`src/rtl/hex7seg_pkg.sv`:
```
// Shared types and the hex-to-segment table for the multiplexed hex display driver.
// Segment vectors are {a,b,c,d,e,f,g}, a in the MSB, active-high.
package hex7seg_pkg;

  typedef logic [6:0] seg_t;

  localparam seg_t SEG_BLANK = 7'b0000000;

  localparam seg_t HEX_SEG [16] = '{
    7'b1111110,  // 0
    7'b0110000,  // 1
    7'b1101101,  // 2
    7'b1111001,  // 3
    7'b0110011,  // 4
    7'b1011011,  // 5
    7'b1011111,  // 6
    7'b1110000,  // 7
    7'b1111111,  // 8
    7'b1111011,  // 9
    7'b1110111,  // A
    7'b0011111,  // b
    7'b1001110,  // C
    7'b0111101,  // d
    7'b1001111,  // E
    7'b1000111   // F
  };

  function automatic seg_t hex_to_seg(input logic [3:0] nib);
    return HEX_SEG[nib];
  endfunction

endpackage

```
`src/rtl/decod_hexa2_7seg.sv`:
```
// Combinational nibble to 7-segment decoder (active-high segments).
module decod_hexa2_7seg
  import hex7seg_pkg::*;
(
  input  logic [3:0] nibble_i,
  output seg_t       seg_o
);

  always_comb begin
    seg_o = hex_to_seg(nibble_i);
  end

endmodule

```
`src/rtl/hex7seg_scan_driver.sv`:
```
// Time-multiplexed N-digit hex display driver with tear-free valid/ready loading.
// New values wait in a pending slot and reach the display register only at frame boundaries.
module hex7seg_scan_driver
  import hex7seg_pkg::*;
#(
  parameter  int N_DIGITS       = 4,
  parameter  int REFRESH_DIV    = 1000,
  parameter  int ACTIVE_LOW_SEG = 0,
  parameter  int ACTIVE_LOW_AN  = 0,
  localparam int IDXW           = (N_DIGITS > 1) ? $clog2(N_DIGITS) : 1
) (
  input  logic                  clk,
  input  logic                  rst,
  input  logic                  enable,
  input  logic                  blank_lz,
  input  logic                  load_valid,
  input  logic [4*N_DIGITS-1:0] value,
  input  logic [N_DIGITS-1:0]   dp_in,
  output logic                  load_ready,
  output logic [6:0]            seg,
  output logic                  dp,
  output logic [N_DIGITS-1:0]   an,
  output logic [IDXW-1:0]       digit_idx
);

  localparam int                  PSW      = (REFRESH_DIV > 1) ? $clog2(REFRESH_DIV) : 1;
  localparam logic [PSW-1:0]      PS_LAST  = PSW'(REFRESH_DIV - 1);
  localparam logic [IDXW-1:0]     IDX_LAST = IDXW'(N_DIGITS - 1);
  localparam logic [N_DIGITS-1:0] AN_OFF   = (ACTIVE_LOW_AN != 0) ? '1 : '0;
  localparam seg_t                SEG_OFF  = (ACTIVE_LOW_SEG != 0) ? '1 : SEG_BLANK;
  localparam logic                DP_OFF   = (ACTIVE_LOW_SEG != 0);

  logic [PSW-1:0]        presc_q, presc_d;
  logic [IDXW-1:0]       idx_q, idx_d;
  logic [4*N_DIGITS-1:0] disp_q, disp_d;
  logic [N_DIGITS-1:0]   dpreg_q, dpreg_d;
  logic [4*N_DIGITS-1:0] pend_q, pend_d;
  logic [N_DIGITS-1:0]   pdp_q, pdp_d;
  logic                  full_q, full_d;
  seg_t                  seg_q, seg_d;
  logic                  dp_q, dp_d;
  logic [N_DIGITS-1:0]   an_q, an_d;

  logic                  tick;
  logic                  boundary;
  logic [3:0]            cur_nib;
  logic                  cur_dp;
  logic                  cur_upz;
  logic [N_DIGITS-1:0]   upper_zero;
  logic                  cur_blank;
  seg_t                  dec_seg;
  seg_t                  seg_raw;
  logic                  dp_raw;
  logic [N_DIGITS-1:0]   an_raw;

  assign tick     = enable && (presc_q == PS_LAST);
  assign boundary = tick && (idx_q == IDX_LAST);

  always_comb begin
    presc_d = presc_q;
    idx_d   = idx_q;
    if (enable) begin
      presc_d = tick ? '0 : presc_q + 1'b1;
    end
    if (tick) begin
      idx_d = (idx_q == IDX_LAST) ? '0 : idx_q + 1'b1;
    end
  end

  // Pending slot is exclusive with the boundary transfer: it is only captured while empty
  // and only drained while full, so both can never happen in the same cycle.
  always_comb begin
    pend_d  = pend_q;
    pdp_d   = pdp_q;
    full_d  = full_q;
    disp_d  = disp_q;
    dpreg_d = dpreg_q;
    if (boundary && full_q) begin
      disp_d  = pend_q;
      dpreg_d = pdp_q;
      full_d  = 1'b0;
    end else if (load_valid && !full_q) begin
      pend_d = value;
      pdp_d  = dp_in;
      full_d = 1'b1;
    end
  end

  always_comb begin
    cur_nib = '0;
    cur_dp  = 1'b0;
    cur_upz = 1'b0;
    for (int unsigned i = 0; i < N_DIGITS; i++) begin
      upper_zero[i] = ((disp_q >> (4 * i)) == '0);
    end
    for (int unsigned i = 0; i < N_DIGITS; i++) begin
      if (idx_q == IDXW'(i)) begin
        cur_nib = disp_q[4*i +: 4];
        cur_dp  = dpreg_q[i];
        cur_upz = upper_zero[i];
      end
    end
  end

  assign cur_blank = blank_lz && (idx_q != '0) && cur_upz && !cur_dp;

  decod_hexa2_7seg u_decod (
    .nibble_i (cur_nib),
    .seg_o    (dec_seg)
  );

  always_comb begin
    seg_raw = SEG_BLANK;
    dp_raw  = 1'b0;
    an_raw  = '0;
    if (enable && !cur_blank) begin
      seg_raw = dec_seg;
      dp_raw  = cur_dp;
      an_raw  = N_DIGITS'(1) << idx_q;
    end
    seg_d = seg_raw ^ SEG_OFF;
    dp_d  = dp_raw ^ DP_OFF;
    an_d  = an_raw ^ AN_OFF;
  end

  always_ff @(posedge clk or posedge rst) begin
    if (rst) begin
      presc_q <= '0;
      idx_q   <= '0;
      disp_q  <= '0;
      dpreg_q <= '0;
      pend_q  <= '0;
      pdp_q   <= '0;
      full_q  <= 1'b0;
      seg_q   <= SEG_OFF;
      dp_q    <= DP_OFF;
      an_q    <= AN_OFF;
    end else begin
      presc_q <= presc_d;
      idx_q   <= idx_d;
      disp_q  <= disp_d;
      dpreg_q <= dpreg_d;
      pend_q  <= pend_d;
      pdp_q   <= pdp_d;
      full_q  <= full_d;
      seg_q   <= seg_d;
      dp_q    <= dp_d;
      an_q    <= an_d;
    end
  end

  assign load_ready = !full_q;
  assign seg        = seg_q;
  assign dp         = dp_q;
  assign an         = an_q;
  assign digit_idx  = idx_q;

endmodule
```
`config.mk`:
```
export PLATFORM = sky130hd
export DESIGN_NAME = hex7seg_scan_driver
export DESIGN_NICKNAME = d
export VERILOG_FILES = /design/src/rtl/hex7seg_pkg.sv /design/src/rtl/decod_hexa2_7seg.sv /design/src/rtl/hex7seg_scan_driver.sv
export SDC_FILE = /design/constraint.sdc
export NUM_CORES = 1
export LEC_CHECK = 0
export CORE_MARGIN = 4
export CORE_UTILIZATION = 50
export CTS_BUF_LIST = sky130_fd_sc_hd__clkbuf_2 sky130_fd_sc_hd__clkbuf_4 sky130_fd_sc_hd__clkbuf_8
export DETAILED_ROUTE_END_ITERATION = 8
export PLACE_DENSITY = 0.76
export SYNTH_ARGS = -nofsm -noshare
export SYNTH_HDL_FRONTEND = slang
export SYNTH_HIERARCHICAL = 1
export SYNTH_SLANG_ARGS = --single-unit
```
`constraint.sdc`:
```
create_clock -name clk -period 3.6 [get_ports clk]
set_input_delay 0.36 -clock clk [delete_from_list [all_inputs] [get_ports clk]]
set_output_delay 0.36 -clock clk [all_outputs]
set_load 0.02 [all_outputs]
```
==> impl_metrics.tcl, run 1 <==
set metrics [dict create \
    seq_area_frac_synth_pct 52.53 \
    ys.flop_type "dfrtp_1" \
    nets 331 \
    cts.sinks 65 \
    insertion_delay_ps 350 \
    fmax_mhz 352.2 \
    synth_xor_xnor_area_share_pct 1.697 \
    fill_cells 499 \
    cts_tree "yes" \
    drc 0 \
    place.gp.congestion 0.9100 \
    cts_setup_buffers 0 \
    yosysWarnings 6 \
    syn_area_sq_um 3097 \
    postCtsResizedCells 0 \
    dr.pass1.iters 4 \
    final_antenna_net_count 0 \
    clock_path_buffers 2 \
    cp_num_cells 11 \
    cts_hold_buf 0 \
    clk_pin_slew_worst_paths_ps 70 \
    synth_compound_gate_area_share_pct 8.404 \
    initial_utilization_pct 52.00 \
    syn2layout_area_growth_pct 22.14 \
    cts-root-buf "clkbuf_8" \
    crit_family "multiplexers" \
    post-route-min-period_ps 2840 \
    syn_avg_cell_area_sq_um 12.44 \
    status "complete, no violations" \
    drt_first_iter_violations 62 \
    reg2reg_depth 11 \
    setup_viol_count_final 0 \
    arrival_ps 3010 \
    wire_per_inst_um 14.92 \
    final_cell_mix "dfrtp_1, clkdlybuf4s50_1, mux2_2" \
    stdcell_area_sq_um 3782 \
    path_class "flip-flop to flip-flop" \
    mostFrequentLayoutCell "dfrtp_1" \
    antenna_cells 0 \
    antenna_found_initial 0 \
    grt_pass1_wl_mm 9.880 \
    max_stage_delay_ps 430 \
    holdPathStages 1 \
    path_buf_inv 3 \
    rsz0062_at_grt "no" \
    postPlaceCellArea_sq_um 3551 \
    synthesis.nets 286 \
    cts_buffers 9 \
    synthMuxAreaShare_pct 18.79 \
    synth_top_family_by_area "multiplexers" \
    power.density_nw_per_um2 447.8 \
    finalCritPeriodShare_pct 78.88 \
    ys_types 47 \
    die_h_um 86.70 \
    vias 2018 \
    path_common_cell "inv_1" \
    endpoint_kind "flip-flop" \
    routed_wl_mm 5.566 \
    tightest_slew_ps 961.0 \
    viasPerCell 5.410 \
    rows 28 \
    relSlewSlack_pct 35.84 \
    crit_required_ps 3770 \
    die_area_sq_um 7517 \
    fin_setup_tns_ps 0 \
    grt_overflow 0 \
    core_sq_um 5956 \
    yosys.area_share.simple_pct 10.02 \
    syn_inst 249 \
    maxSlewViolCount 0 \
    async_flop_share_pct 100.0 \
    worstPathCellList "inv_1 > ha_1 > and3b_1 > a21oi_1 > o21ai_0 > mux2_2 > inv_1 > ha_1 > inv_1 > mux4_2 > a21boi_0" \
    synth-adder-area-share_pct 4.848 \
    ir_worst_vdd_uv 313.9 \
    die_x_um 86.70 \
    track_usage_pct 17.31 \
    finClkSkew_ps 5.735 \
    cp_max_fo 12 \
    crit_slowest_cell "mux4_2" \
    synth-seq-cells 65 \
    finalHoldViolations 0 \
    start_kind "flip-flop" \
    grt_pass1_vias 1979 \
    dp_hpwl_mm 3.987 \
    maxCapViolCount 0 \
    grt_max_degree 50 \
    ctsHtreeMaxLevel 3 \
    drive_gt1_share_pct 18.46 \
    cellLeakagePower_nw 1.734 \
    synth_edf_count 0 \
    io_pins 40 \
    portBuffers 39 \
    worstHoldPathType "flip-flop to flip-flop" \
]
final timing paths:
| kind | startpoint | to | slack (ps) |
|---|---|---|---|
| setup reg to reg | digit_idx[1] | seg[3] | 760 |
| setup / recovery | digit_idx[1] | seg[3] | 760 |
| min in group asynchronous | rst | presc_q[2] | 550 |
| hold reg to reg | pend_q[3] | disp_q[3] | 490 |
| hold / removal | pend_q[3] | disp_q[3] | 490 |
| max in group asynchronous | rst | pend_q[11] | 2160 |
flip-flops by register name (all words and copies together), names as in the netlist:
| register | count |
|---|---|
| an | 4 |
| full_q | 1 |
| disp_q | 16 |
| pdp_q | 4 |
| pend_q | 16 |
| seg | 7 |
| dp | 1 |
| digit_idx | 2 |
| presc_q | 10 |
| dpreg_q | 4 |
report_power, final:
part	switching, mW	total [mW]	internal [mW]
Sequential	0.0470	0.835	0.788
Combinational	0.0600	0.138	0.0782
Clock	0.268	0.721	0.453
worst register-to-register path, cell delays in order (launching register included):
cell and delay, ps:
dfrtp_1 420, inv_1 110, ha_1 360, and3b_1 220
a21oi_1 110, o21ai_0 90, mux2_2 320, inv_1 150
ha_1 260, inv_1 60, mux4_2 430, a21boi_0 140
metal layers:
metal / vias up / track usage, % / wire [um]
met5: - / 0 / 0
met4: 0 / 6.799 / 114
met3: 13 / 6.844 / 296
met2: 47 / 25.80 / 2628
met1: 978 / 22.69 / 2526
li1: 980 / - / -
through the flow:
step	hold slack (ps)	worst slack (ps)	power [mW]	std cells	utilization, %
2_1_floorplan	456.5	893.2	0.9253	249	-
3_3_place_gp	472.8	934.6	0.9820	358	59.62
3_5_place_dp	479.9	798.2	0.9891	358	59.62
4_1_cts	494.5	768.1	1.715	373	63.51
5_1_grt	506.5	508.6	1.779	373	63.51
6_report	486.8	760.4	1.694	373	63.51
synth_stat cells (all sizes together), types with 2 or more instances:
| cell | number | area share (%) |
|---|---|---|
| dfrtp | 65 | 53 |
| mux2i | 3 | 0.97 |
| xor2 | 2 | 0.57 |
| ha | 12 | 4.8 |
| mux2 | 47 | 17 |
| and3 | 3 | 0.65 |
| nand4 | 3 | 0.61 |
| inv | 11 | 1.4 |
| nand3 | 3 | 0.48 |
| and3b | 4 | 1.1 |
| nand2b | 6 | 1.2 |
| xnor2 | 4 | 1.1 |
| a21boi | 9 | 2.2 |
| clkbuf | 4 | 0.48 |
| a21oi | 6 | 0.97 |
| nor4 | 3 | 0.61 |
| nor2 | 13 | 1.6 |
| nor3 | 5 | 0.97 |
| o21ai | 7 | 1.1 |
| buf | 6 | 1.7 |
| nand2 | 12 | 1.5 |
kinds of logic (layout without fill, tap and decap cells):
logic type	after synthesis	count (layout)
multiplexers	51	51
buffers and inverters	22	71
AO/OA/AOI/OAI	36	36
XOR/XNOR	6	6
adder cells (fa/ha/maj)	12	12
flip-flops	65	65
AND/OR/NAND/NOR	57	57
cell type report:
type | count | area, sq um | share of cell area, %
Clock buffer | 9 | 123.9 | 3.275
Clock inverter | 6 | 107.6 | 2.845
Inverter | 12 | 47.55 | 1.257
Multi-Input combinational cell | 162 | 1355 | 35.83
Sequential cell | 65 | 1627 | 43.00
Tap cell | 75 | 93.84 | 2.481
Timing Repair Buffer | 44 | 427.9 | 11.31
(Power assumes the default switching activity.)
==> run 2, diff against run 1 <==
Clock period 3.6 ns to 2.7 ns, I/O delays scaled along.
==> run 2 against run 1 <==
Register-to-register slack worse by 650 ps. Core utilization grew 0.19 points. Sequential power rose by 34%. Die area unchanged. Flip-flop and latch count is the same. Power increased by 22%. Clock power grew 5.0%. Highest routed layer unchanged.
==> impl_metrics.tcl, run 2 (same netlist as run 1, synthesis figures left out) <==
set metrics [dict create \
    relSlewSlack_pct 34.55 \
    initial_utilization_pct 52.00 \
    grt_overflow 0 \
    finalHoldViolations 0 \
    final_antenna_net_count 0 \
    worstHoldPathType "input port to async pin" \
    max_stage_delay_ps 460 \
    cts_buffers 9 \
    finClkSkew_ps 7.795 \
    finalCritPeriodShare_pct 95.75 \
    dp_hpwl_mm 3.985 \
    cts_tree "yes" \
    endpoint_kind "flip-flop" \
    die_x_um 86.70 \
    drc 0 \
    cts_hold_buf 0 \
    stdcell_area_sq_um 3794 \
    cts-root-buf "clkbuf_8" \
    portBuffers 39 \
    clk_pin_slew_worst_paths_ps 70 \
    mostFrequentLayoutCell "dfrtp_1" \
    start_kind "flip-flop" \
    fmax_mhz 386.8 \
    crit_required_ps 2870 \
    vias 2030 \
    path_buf_inv 2 \
    grt_pass1_wl_mm 9.384 \
    grt_pass1_vias 2076 \
    dr.pass1.iters 4 \
    track_usage_pct 16.16 \
    drive_gt1_share_pct 21.19 \
    path_common_cell "ha_1" \
    power.density_nw_per_um2 542.7 \
    post-route-min-period_ps 2585 \
    reg2reg_depth 10 \
    ctsHtreeMaxLevel 3 \
    worst_slack_ps 114.9 \
    setup_viol_count_final 0 \
    arrival_ps 2760 \
    nets 334 \
    die_area_sq_um 7517 \
    grt_max_degree 38 \
    final_cell_mix "dfrtp_1, clkdlybuf4s50_1, mux2_2" \
    antenna_cells 0 \
    maxSlewViolCount 0 \
    postPlaceCellArea_sq_um 3578 \
    status "complete, no violations" \
    tightest_slew_ps 974.2 \
    routed_wl_mm 5.577 \
    insertion_delay_ps 340 \
    cp_max_fo 5 \
    pre_cts_ws_ps 15.77 \
    maxCapViolCount 0 \
    die_h_um 86.70 \
    worstPathCellList "inv_1 > ha_1 > and3b_1 > a21oi_1 > o21ai_0 > mux2_2 > inv_2 > ha_1 > mux4_2 > a21boi_0" \
    drt_first_iter_violations 97 \
    antenna_found_initial 0 \
    cellLeakagePower_nw 1.734 \
    rows 28 \
    ir_worst_vdd_uv 363.0 \
    core_sq_um 5956 \
    clock_path_buffers 2 \
    io_pins 40 \
    wire_per_inst_um 14.79 \
    syn2layout_area_growth_pct 22.51 \
    viasPerCell 5.385 \
    crit_family "multiplexers" \
    crit_slowest_cell "mux4_2" \
    path_class "flip-flop to flip-flop" \
    cts.sinks 65 \
    place.gp.congestion 0.9195 \
    cp_num_cells 10 \
    top_regs "disp_q x16, pend_q x16, presc_q x10" \
]
run 2: worst reg2reg max path, delay by kind of cell (launching register included):
kind	cells	cell delay [ps]
buffers and inverters	2	250
AO/OA/AOI/OAI	3	320
AND/OR/NAND/NOR	1	190
multiplexers	2	780
flip-flops	1	420
adder cells (fa/ha/maj)	2	470
run 2: path summary, 6_finish.rpt:
| path | end | slack, ps | start |
|---|---|---|---|
| worst min-delay path | presc_q[4] | 340 | rst |
| max in group asynchronous | pend_q[9] | 1750 | rst |
| worst max register to register | seg[3] | 110 | digit_idx[1] |
| worst min register to register | dpreg_q[3] | 490 | pdp_q[3] |
| min in group clk | dpreg_q[3] | 490 | pdp_q[3] |
| worst max-delay path | seg[3] | 110 | digit_idx[1] |
run 2: layer usage:
| layer | up-vias | GRT usage (%) | routed length (um) |
|---|---|---|---|
| met2 | 61 | 24.34 | 2603 |
| met1 | 978 | 21.15 | 2508 |
| li1 | 979 | - | - |
| met5 | - | 0 | 0 |
| met3 | 12 | 5.418 | 356 |
| met4 | 0 | 7.365 | 108 |
run 2: area by class of cell:
cell class	count	area, sq um
Clock buffer	14	173.9
Clock inverter	2	12.51
Fill cell	456	2162
Inverter	12	47.55
Multi-Input combinational cell	162	1376
Sequential cell	65	1627
Tap cell	75	93.84
Timing Repair Buffer	47	462.9
run 2: stage by stage:
stage	power, mW	hold slack, ps	util [%]	setup TNS [ps]	std cells
CTS	2.092	351.9	63.21	0	376
detailed placement	1.322	482.2	60.08	0	360
global placement	1.312	469.2	60.08	0	360
global route	2.160	391.0	63.70	-14.47	377
floorplan	1.234	395.0	-	0	249
finish	2.059	337.7	63.70	0	377
run 2: power breakdown:
part	total, mW	leakage, nW	internal (mW)	switching, mW
Sequential	1.12	0.842	1.05	0.0645
Clock	0.757	0.0969	0.413	0.344
Combinational	0.186	0.795	0.105	0.0808
Total	2.06	1.73	1.57	0.490
run 2: what timing repair did:
action,in CTS,in global routing
buffers inserted,0,1
endpoints found under the setup margin,0,4
resized for setup,0,7
==> run 3, diff against run 2 <==
--- a/config.mk
+++ b/config.mk
@@ -6,7 +6,9 @@
 export NUM_CORES = 1
 export LEC_CHECK = 0
+export CORE_ASPECT_RATIO = 1.75
 export CORE_MARGIN = 4
 export CORE_UTILIZATION = 50
 export CTS_BUF_LIST = sky130_fd_sc_hd__clkbuf_2 sky130_fd_sc_hd__clkbuf_4 sky130_fd_sc_hd__clkbuf_8
+export CTS_CLUSTER_SIZE = 12
 export DETAILED_ROUTE_END_ITERATION = 8
 export PLACE_DENSITY = 0.76
==> constraint.sdc (replaced) <==
create_clock -name clk -period 2.7 [get_ports clk]
set_input_delay 0.54 -clock clk [delete_from_list [all_inputs] [get_ports clk]]
set_output_delay 0.54 -clock clk [all_outputs]
set_load 0.02 [all_outputs]
==> run 3 against run 2 <==
Worst setup slack improved by 87 ps. Critical path depth did not move. Clock power fell by 10%. Core utilization fell by 0.63 points. Power fell by 3.9%. Sequential share of layout area rose by 0.35 points.
==> impl_metrics.tcl, run 3 (same netlist as run 1, synthesis figures left out) <==
set metrics [dict create \
    insertion_delay_ps 340 \
    cts-root-buf "clkbuf_8" \
    fmax_mhz 400.2 \
    drive_gt1_share_pct 20.47 \
    die_h_um 112.1 \
    rows 37 \
    die_x_um 67.49 \
    cellLeakagePower_nw 1.718 \
    top_regs "disp_q x16, pend_q x16, presc_q x10" \
    ir_worst_vdd_uv 354.6 \
    antenna_cells 0 \
    p_int_mw 1.518 \
    cts_setup_buffers 0 \
    place.gp.congestion 0.8921 \
    portBuffers 39 \
    postCtsResizedCells 0 \
    clock_path_buffers 2 \
    drt_first_iter_violations 57 \
    grt_overflow 0 \
    power.share.clock_pct 34.4 \
    cts_buffers 9 \
    track_usage_pct 16.36 \
    final_cell_mix "dfrtp_1, clkdlybuf4s50_1, mux2_2" \
    viasPerCell 5.295 \
    antenna_found_initial 0 \
    endpoint_kind "flip-flop" \
    maxCapViolCount 0 \
    initial_utilization_pct 51.85 \
    fin_setup_tns_ps 0 \
    crit_required_ps 2880 \
    io_pins 40 \
    swShare_pct 23.30 \
    cts.sinks 65 \
    finalCritPeriodShare_pct 92.54 \
    arrival_ps 2680 \
    syn2layout_area_growth_pct 21.62 \
    finClkSkew_ps 7.133 \
    core_sq_um 5972 \
    routed_wl_mm 5.342 \
    dp_hpwl_mm 3.950 \
    relSlewSlack_pct 43.63 \
    power.density_nw_per_um2 525.6 \
    worst_slack_ps 201.5 \
    maxSlewViolCount 0 \
    setup_viol_count_final 0 \
    tightest_slew_ps 839.1 \
    cts_hold_buf 0 \
    post-route-min-period_ps 2498 \
    mostFrequentLayoutCell "dfrtp_1" \
    grt_max_degree 66 \
    die_area_sq_um 7566 \
    ctsHtreeMaxLevel 3 \
    clk_pin_slew_worst_paths_ps 60 \
    nets 333 \
    drc 0 \
    rsz0062_at_grt "no" \
    wire_per_inst_um 14.21 \
    finalHoldViolations 0 \
    vias 1991 \
    seqPwrFrac_pct 56.3 \
    dr.pass1.iters 4 \
    grt_pass1_wl_mm 9.163 \
    grt_pass1_vias 2035 \
    final_antenna_net_count 0 \
    p_sw_mw 0.4612 \
    status "complete, no violations" \
    path_class "flip-flop to flip-flop" \
    start_kind "flip-flop" \
    cp_max_fo 8 \
    cts_tree "yes" \
    pwr-share-comb_pct 9.3 \
    pre_cts_ws_ps 59.67 \
    worstHoldPathType "flip-flop to flip-flop" \
]
[run 3: changes by cell type in the layout (fill, tap and decap cells not counted)]
cell and delta:
dfrtp_1 -1, clkbuf_4 -1, dfrtp_2 +1, mux2_2 -1
clkbuf_8 -1, mux2_4 +1, o21ai_1 +1, clkinvlp_4 -1
buf_4 -1, o21ai_0 -1
[run 3: cell type report]
type                            count  area [sq um]
Fill cell                         451          2206
Tap cell                           78         97.59
Inverter                           12         47.55
Timing Repair Buffer               46         455.4
Clock inverter                      1         5.005
Sequential cell                    65          1628
Multi-Input combinational cell    162          1380
Clock buffer                       12         152.6
[run 3: worst max-delay path, stage by stage, from the launching register on]
cell and delay (ps):
dfrtp_2 410, inv_1 100, ha_2 230, and3b_1 180, a21oi_1 110, o21ai_0 90
mux2_4 300, inv_2 90, ha_1 250, mux4_2 440, a21boi_0 130
[run 3: path summary, 6_finish.rpt]
check,from,endpoint,slack [ps],cells after the start
worst max-delay path,digit_idx[0],seg[3],200,10
worst max register to register,digit_idx[0],seg[3],200,10
worst min register to register,pend_q[11],disp_q[11],490,1
min in group asynchronous,rst,seg[3],600,3
worst min-delay path,pend_q[11],disp_q[11],490,1
max in group asynchronous,rst,digit_idx[0],1830,3
[run 3: layer usage]
layer / GRT usage (%) / share of wire [%] / wire (um) / up-vias
met5: 0 / 0 / 0 / -
met4: 9.756 / 2.4 / 128 / 0
met3: 4.004 / 3.5 / 188 / 9
met2: 28.30 / 55 / 2961 / 32
met1: 17.06 / 39 / 2063 / 978
li1: - / - / - / 972
[run 3: stage by stage]
stage | total power [mW] | cell area [sq um] | std cells | util (%) | hold WS, ps
3_5_place_dp | 1.320 | 3582 | 363 | 59.98 | 474.9
3_3_place_gp | 1.311 | 3582 | 363 | 59.98 | 471.5
6_report | 1.979 | 3766 | 376 | 63.06 | 487.3
4_1_cts | 2.007 | 3740 | 376 | 62.62 | 489.0
5_1_grt | 2.083 | 3766 | 376 | 63.06 | 511.3
2_1_floorplan | 1.234 | 3098 | 249 | - | 456.5
[run 3: power groups by stage]
stage	clock [mW]	combinational [mW]	sequential, mW
floorplan	0	0.112	1.12
global placement	0	0.183	1.13
detailed placement	0	0.188	1.13
CTS	0.704	0.189	1.11
global route	0.748	0.210	1.13
finish	0.680	0.185	1.11
